File: src/rtl/mem_adapter_pkg.sv
// Shared constants and FSM state type for the block-to-word memory adapter.
package mem_adapter_pkg;

  localparam int unsigned WORD_SIZE_DEF        = 32;
  localparam int unsigned BLOCK_OFFSET_DEF     = 4;
  localparam int unsigned BLOCK_DATA_WIDTH_DEF = WORD_SIZE_DEF << BLOCK_OFFSET_DEF;
  localparam int unsigned WORDS_PER_BLOCK      = 32'd1 << BLOCK_OFFSET_DEF;
  localparam int unsigned LAST_BEAT            = WORDS_PER_BLOCK - 1;

  typedef enum logic [1:0] {
    IDLE     = 2'd0,
    WR_BURST = 2'd1,
    RD_BURST = 2'd2,
    DONE     = 2'd3
  } state_e;

endpackage

File: src/rtl/mem_beat_counter.sv
// Beat offset counter: loadable start offset, wraps modulo the block size,
// and flags the beat that completes a full block.
module mem_beat_counter
  import mem_adapter_pkg::*;
#(
  parameter int unsigned OFFSET_W = BLOCK_OFFSET_DEF
) (
  input  logic                clk,
  input  logic                rst_n,
  input  logic                load,
  input  logic [OFFSET_W-1:0] start_off,
  input  logic                inc,
  output logic [OFFSET_W-1:0] offset,
  output logic                last_c
);

  localparam logic [OFFSET_W-1:0] LAST = OFFSET_W'((32'd1 << OFFSET_W) - 32'd1);

  logic [OFFSET_W-1:0] beats_q;

  // Current beat is the final one of the block once 15 beats have been acked.
  assign last_c = (beats_q == LAST);

  // Offset and completed-beat count; load restarts both for a new burst.
  always_ff @(posedge clk or negedge rst_n) begin
    if (!rst_n) begin
      offset  <= '0;
      beats_q <= '0;
    end else if (load) begin
      offset  <= start_off;
      beats_q <= '0;
    end else if (inc) begin
      offset  <= offset + OFFSET_W'(1);
      beats_q <= beats_q + OFFSET_W'(1);
    end
  end

endmodule

File: src/rtl/mem_block_adapter.sv
// Block-wide cache request port to word-wide memory bus adapter.
// Write-backs serialise a block into word write beats; refills gather read
// beats into a block. Optional MEM_CRITICAL_WORD_FIRST_EN starts refills at
// the requested word offset and wraps through the block.
module mem_block_adapter
  import mem_adapter_pkg::*;
#(
  parameter int unsigned WORD_SIZE        = WORD_SIZE_DEF,
  parameter int unsigned BLOCK_OFFSET     = BLOCK_OFFSET_DEF,
  parameter int unsigned BLOCK_DATA_WIDTH = WORD_SIZE << BLOCK_OFFSET
) (
  input  logic                        clk,
  input  logic                        rst_n,
  input  logic [WORD_SIZE-1:0]        cache_req_addr,
  input  logic                        cache_req_rw,
  input  logic                        cache_req_enable,
  input  logic [BLOCK_DATA_WIDTH-1:0] cache_req_wdata,
  output logic                        cache_res_ready,
  output logic [BLOCK_DATA_WIDTH-1:0] cache_res_rdata,
  output logic                        busy,
  output logic [WORD_SIZE-1:0]        mem_addr,
  output logic [WORD_SIZE-1:0]        mem_wdata,
  output logic                        mem_we,
  output logic                        mem_valid,
  input  logic                        mem_ack,
  input  logic [WORD_SIZE-1:0]        mem_rdata
);

  localparam int unsigned          WORDS    = 32'd1 << BLOCK_OFFSET;
  localparam logic [WORD_SIZE-1:0] OFF_MASK = WORD_SIZE'(WORDS - 32'd1);

  typedef logic [WORDS-1:0][WORD_SIZE-1:0] block_words_t;

  state_e                      state_q, state_d;
  logic                        busy_d, valid_d, we_d, ready_d;
  logic [WORD_SIZE-1:0]        addr_d, wdata_d, base_q, base_d;
  logic [BLOCK_DATA_WIDTH-1:0] rdata_d;
  block_words_t                in_words, wdata_q, asm_q, asm_next_c;
  logic                        cnt_load, cnt_inc, last_c;
  logic [BLOCK_OFFSET-1:0]     start_off_c, off_q, off_inc_c;

  assign in_words  = cache_req_wdata;
  assign off_inc_c = off_q + BLOCK_OFFSET'(1);

  // First word of a burst; write-backs always begin at word 0.
`ifdef MEM_CRITICAL_WORD_FIRST_EN
  assign start_off_c = cache_req_rw ? '0 : cache_req_addr[BLOCK_OFFSET-1:0];
`else
  assign start_off_c = '0;
`endif

  mem_beat_counter #(
    .OFFSET_W (BLOCK_OFFSET)
  ) u_beat_counter (
    .clk       (clk),
    .rst_n     (rst_n),
    .load      (cnt_load),
    .start_off (start_off_c),
    .inc       (cnt_inc),
    .offset    (off_q),
    .last_c    (last_c)
  );

  // Refill assembly: acked read data lands in the slot of its offset.
  always_comb begin
    asm_next_c = asm_q;
    if (state_q == RD_BURST && mem_ack) begin
      asm_next_c[off_q] = mem_rdata;
    end
  end

  // FSM state register.
  always_ff @(posedge clk or negedge rst_n) begin
    if (!rst_n) begin
      state_q <= IDLE;
    end else begin
      state_q <= state_d;
    end
  end

  // Next state and next values of the registered outputs.
  always_comb begin
    state_d  = state_q;
    busy_d   = busy;
    valid_d  = mem_valid;
    we_d     = mem_we;
    addr_d   = mem_addr;
    wdata_d  = mem_wdata;
    ready_d  = 1'b0;
    rdata_d  = cache_res_rdata;
    base_d   = base_q;
    cnt_load = 1'b0;
    cnt_inc  = 1'b0;
    unique case (state_q)
      IDLE: begin
        if (cache_req_enable) begin
          base_d   = cache_req_addr & ~OFF_MASK;
          cnt_load = 1'b1;
          busy_d   = 1'b1;
          valid_d  = 1'b1;
          we_d     = cache_req_rw;
          addr_d   = base_d | WORD_SIZE'(start_off_c);
          wdata_d  = cache_req_rw ? in_words[start_off_c] : '0;
          state_d  = cache_req_rw ? WR_BURST : RD_BURST;
        end
      end
      WR_BURST, RD_BURST: begin
        if (mem_ack) begin
          cnt_inc = 1'b1;
          if (last_c) begin
            state_d = DONE;
            valid_d = 1'b0;
            we_d    = 1'b0;
            addr_d  = '0;
            wdata_d = '0;
            ready_d = 1'b1;
            if (state_q == RD_BURST) begin
              rdata_d = asm_next_c;
            end
          end else begin
            addr_d  = base_q | WORD_SIZE'(off_inc_c);
            wdata_d = (state_q == WR_BURST) ? wdata_q[off_inc_c] : '0;
          end
        end
      end
      DONE: begin
        state_d = IDLE;
        busy_d  = 1'b0;
      end
      default: state_d = IDLE;
    endcase
  end

  // Registered outputs and request/assembly storage.
  always_ff @(posedge clk or negedge rst_n) begin
    if (!rst_n) begin
      busy            <= 1'b0;
      mem_valid       <= 1'b0;
      mem_we          <= 1'b0;
      mem_addr        <= '0;
      mem_wdata       <= '0;
      cache_res_ready <= 1'b0;
      cache_res_rdata <= '0;
      base_q          <= '0;
      wdata_q         <= '0;
      asm_q           <= '0;
    end else begin
      busy            <= busy_d;
      mem_valid       <= valid_d;
      mem_we          <= we_d;
      mem_addr        <= addr_d;
      mem_wdata       <= wdata_d;
      cache_res_ready <= ready_d;
      cache_res_rdata <= rdata_d;
      base_q          <= base_d;
      asm_q           <= asm_next_c;
      if (state_q == IDLE && cache_req_enable) begin
        wdata_q <= in_words;
      end
    end
  end

endmodule

File: config.mk
export PLATFORM = sky130hd
export DESIGN_NAME = mem_block_adapter
export DESIGN_NICKNAME = d
export VERILOG_FILES = /design/src/rtl/mem_adapter_pkg.sv /design/src/rtl/mem_beat_counter.sv /design/src/rtl/mem_block_adapter.sv
export SDC_FILE = /design/constraint.sdc
export NUM_CORES = 2
export LEC_CHECK = 0
export ABC_CLOCK_PERIOD_IN_PS = 2700
export CORE_AREA = 2 2 446 448
export DETAILED_ROUTE_END_ITERATION = 10
export DIE_AREA = 0 0 448 450
export GPL_TIMING_DRIVEN = 1
export PLACE_DENSITY_LB_ADDON = 0.12
export SLEW_MARGIN = 40
export SYNTH_ARGS = -nofsm -noshare
export SYNTH_HDL_FRONTEND = slang
export SYNTH_SLANG_ARGS = --single-unit
File: constraint.sdc
create_clock -name clk -period 2.7 [get_ports clk]
set_clock_uncertainty 0.1 [all_clocks]
set_input_delay 0.54 -clock clk [delete_from_list [all_inputs] [get_ports clk]]
set_output_delay 0.54 -clock clk [all_outputs]
set_load 0.005 [all_outputs]
==> impl_metrics.json <==
{
  "outcome": "finished, final reports clean",
  "start_util_pct": 33.35,
  "num_rows": 163,
  "dp.cells": 8843,
  "coreArea_mm2": 0.1966,
  "ios": 1161,
  "fin_util_pct": 45.32,
  "grt_pass1_wl_mm": 349.1,
  "synth_cells": 5118,
  "multiInputGateArea_mm2": 0.02318,
  "r2r_cells": 9,
  "seq_power_share_pct": 39.4,
  "track_usage_pct": 24.25,
  "num-nets-final": 6985,
  "slew_headroom_pct": 46.03,
  "hold_viol_final": 0,
  "wire_per_inst_um": 26.68,
  "cp_max_fo": 11,
  "drt_iter0_markers": 2929,
  "via_count": 44980,
  "p_sw_mw": 27.49,
  "port_buffers": 1156,
  "grt_overflow": 0,
  "fillers": 18320,
  "yosys_warnings": 0,
  "power_mw": 85.03,
  "antenna_found_initial": 92,
  "cts_max_path_buffers": 3,
  "syn_nets": 5709,
  "clock.fmax_ghz": 0.3837,
  "post-route-period-util_pct": 96.54,
  "clk_latency_ps": 840,
  "cp.required_ps": 3320,
  "r2r_start": "u_beat_counter.offset[0]",
  "dp_hpwl_mm": 181.7,
  "leakagePower_nw": 42.81,
  "path_class": "reg2reg",
  "grtUsageMet3_pct": 4.982,
  "clkSlewWorstSetupHoldPaths_ps": 60,
  "regArea_mm2": 0.04109,
  "setup_viol": 0,
  "reg2reg_to": "mem_wdata[20]",
  "worst_pin_slew_ps": 809.6,
  "crit_end": "mem_wdata[20]",
  "dr.pass1.iters": 5,
  "ir_worst_vdd_uv": 627.1,
  "p_comb_share_pct": 30.0,
  "grt_max_degree": 101,
  "cp-start-kind": "flop",
  "drc": 0,
  "ys_ff_latch": 1642,
  "crit_start": "u_beat_counter.offset[0]",
  "grtUsageMet1_pct": 31.13,
  "die_y_um": 450,
  "area_delta_synth_final_pct": 35.89,
  "rrSetupSlack_ps": 90,
  "drt-vias-per-instance": 4.865,
  "cts_root_buf": "clkbuf_16",
  "die_x_um": 448,
  "arrival_ps": 3230,
  "drt.antenna.violating_nets": 0,
  "wl_mm": 246.7,
  "setup_tns_ps": 0,
  "rsz0062_at_grt": "no",
  "synth-seq-area-share_pct": 62.66,
  "power.density_mw_per_mm2": 954.2,
  "cap_violations": 0,
  "synth.distinct_cells": 33,
  "layout_setup_ws_ps": 93.48,
  "pre_cts_slack_ps": -108.9,
  "dieArea_mm2": 0.2016,
  "cts_tree": "done",
  "synth_area_mm2": 0.06557,
  "cts_sinks": 1642,
  "grtUsageMet2_pct": 38.98,
  "grt_pass1_vias": 46450,
  "pwr-share-clk_pct": 30.6,
  "htree_levels": 4,
  "final_cells": 9246,
  "finalCriticalPeriod_ps": 2607,
  "drive_above_1_share_pct": 27.41,
  "slew_viol_final": 0,
  "syn_area_per_cell_um2": 12.81,
  "intPower_mw": 57.54,
  "numCtsBuffers": 185,
  "gp_congestion": 0.9093,
  "busiest_layer": "met2",
  "hold_class": "in2async",
  "switching_share_pct": 32.33,
  "critPathCaptureType": "flop"
}
[cell families (layout without fill, tap and decap cells)]
kind of cell	Yosys count	in the layout	synth area share, %
other cells	0	64	0
flops	1642	1642	62.66
mux	1207	1207	22.93
fa+ha+maj	10	10	0.1908
xor+xnor	8	8	0.1069
buf+inv	334	1758	2.255
simple gates	1774	1774	10.39
compound gates	143	143	1.465
[synth_stat cells (all sizes together)]
cell type / count / share of area (%)
nand2: 1673 / 9.6
dfrtp: 1642 / 63
mux2: 1079 / 19
clkbuf: 178 / 1.0
buf: 150 / 1.2
mux4: 128 / 4.4
a21oi: 70 / 0.53
nor2: 50 / 0.29
a22oi: 32 / 0.37
a221o: 28 / 0.43
nor3b: 28 / 0.32
ha: 10 / 0.19
inv: 6 / 0.034
nand3: 5 / 0.038
o21ai: 5 / 0.038
xnor2: 5 / 0.067
a22o: 4 / 0.053
and3: 4 / 0.038
nor2b: 4 / 0.038
nor3: 3 / 0.023
xor2: 3 / 0.040
and2: 2 / 0.019
nand2b: 2 / 0.019
a211oi: 1 / 0.011
a2bb2oi: 1 / 0.013
and2b: 1 / 0.011
nand4: 1 / 0.0095
o21a: 1 / 0.011
o22ai: 1 / 0.0095
or3: 1 / 0.0095
[how the worst min path moves through the flow]
| stage | slack, ps | cells after the start | endpoint | start |
|---|---|---|---|---|
| 2_1_floorplan | 140 | 0 | asm_q[0] | rst_n |
| 3_3_place_gp | 330 | 1 | wdata_q[458] | rst_n |
| 3_5_place_dp | 330 | 1 | wdata_q[458] | rst_n |
| 4_1_cts | 30 | 3 | wdata_q[275] | cache_req_wdata[275] |
| 5_1_grt | 70 | 3 | wdata_q[275] | cache_req_wdata[275] |
| 6_report | 120 | 2 | wdata_q[458] | rst_n |
[registers in the layout, summed over array words and instances (netlist names)]
| register | cells |
|---|---|
| mem_we | 1 |
| base_q | 28 |
| u_beat_counter.beats_q | 4 |
| u_beat_counter.offset | 4 |
| cache_res_ready | 1 |
| cache_res_rdata | 512 |
| asm_q | 512 |
| mem_addr | 32 |
| state_q | 2 |
| mem_valid | 1 |
| mem_wdata | 32 |
| wdata_q | 512 |
| busy | 1 |
[layer usage]
layer  routed length, um  vias to the layer above  part of all wire, %
met5                  87                        -                0.035
met3               14190                      395                  5.8
li1                    -                    19820                    -
met4               11860                       12                  4.8
met2              117600                     1313                   48
met1              102900                    23450                   42
[through the flow]
stage,hold slack (ps),area [um^2]
3_3_place_gp,326.8,82470
6_report,115.4,89110
3_5_place_dp,334.2,82470
2_1_floorplan,144.4,65570
4_1_cts,28.45,88880
5_1_grt,66.94,89050
[layout by cell type, fill, tap and decap left out, types with 7 or more instances in the layout]
cell type	netlist	final
clkinv_2	0	26
buf_4	11	140
ha_1	10	8
diode_2	0	64
nand2_1	1673	1660
mux2_2	1079	1076
clkinv_16	0	7
mux4_2	128	128
bufinv_16	0	11
clkdlybuf4s50_1	0	1153
clkbuf_1	178	45
clkbuf_16	0	187
a221o_1	28	28
dfrtp_1	1642	1641
nor3b_1	28	28
clkbuf_8	0	49
nor2_1	50	45
nand2_2	0	12
a21oi_1	70	70
buf_12	0	111
a22oi_1	32	28
[layout make-up]
class | count | share of cell area [%]
timing repair buffer | 1417 | 16.85
multi-input combinational | 3142 | 26.01
inverter | 6 | 0.02527
clock inverter | 55 | 0.9366
antenna | 64 | 0.1797
sequential | 1642 | 46.12
tap | 2640 | 3.707
clock buffer | 280 | 6.170
[power groups by stage]
stage | clock network (mW) | logic [mW] | registers [mW]
final | 26.1 | 25.5 | 33.5
after global routing | 27.8 | 27.8 | 34.0
after CTS | 26.7 | 25.6 | 33.4
after detailed placement | 0 | 25.3 | 33.8
after global placement | 0 | 25.0 | 33.5
after floorplan | 0 | 14.6 | 32.7
[timing repair]
action	CTS	global route
buffers inserted	1	0
hold buffers	1	0
gates resized for setup	5	11
pin swaps	0	1
endpoints found under the hold margin	713	0
gates cloned	1	1
endpoints found under the setup margin	11	56
[critical path, stage by stage (launching register included)]
cell	delay, ps
dfrtp_4	490
ha_2	230
xor2_4	170
buf_12	190
bufbuf_16	330
mux4_2	310
mux2_2	270
a22oi_1	190
buf_4	150
a21oi_1	60
Power figures use the tool's default switching activity.
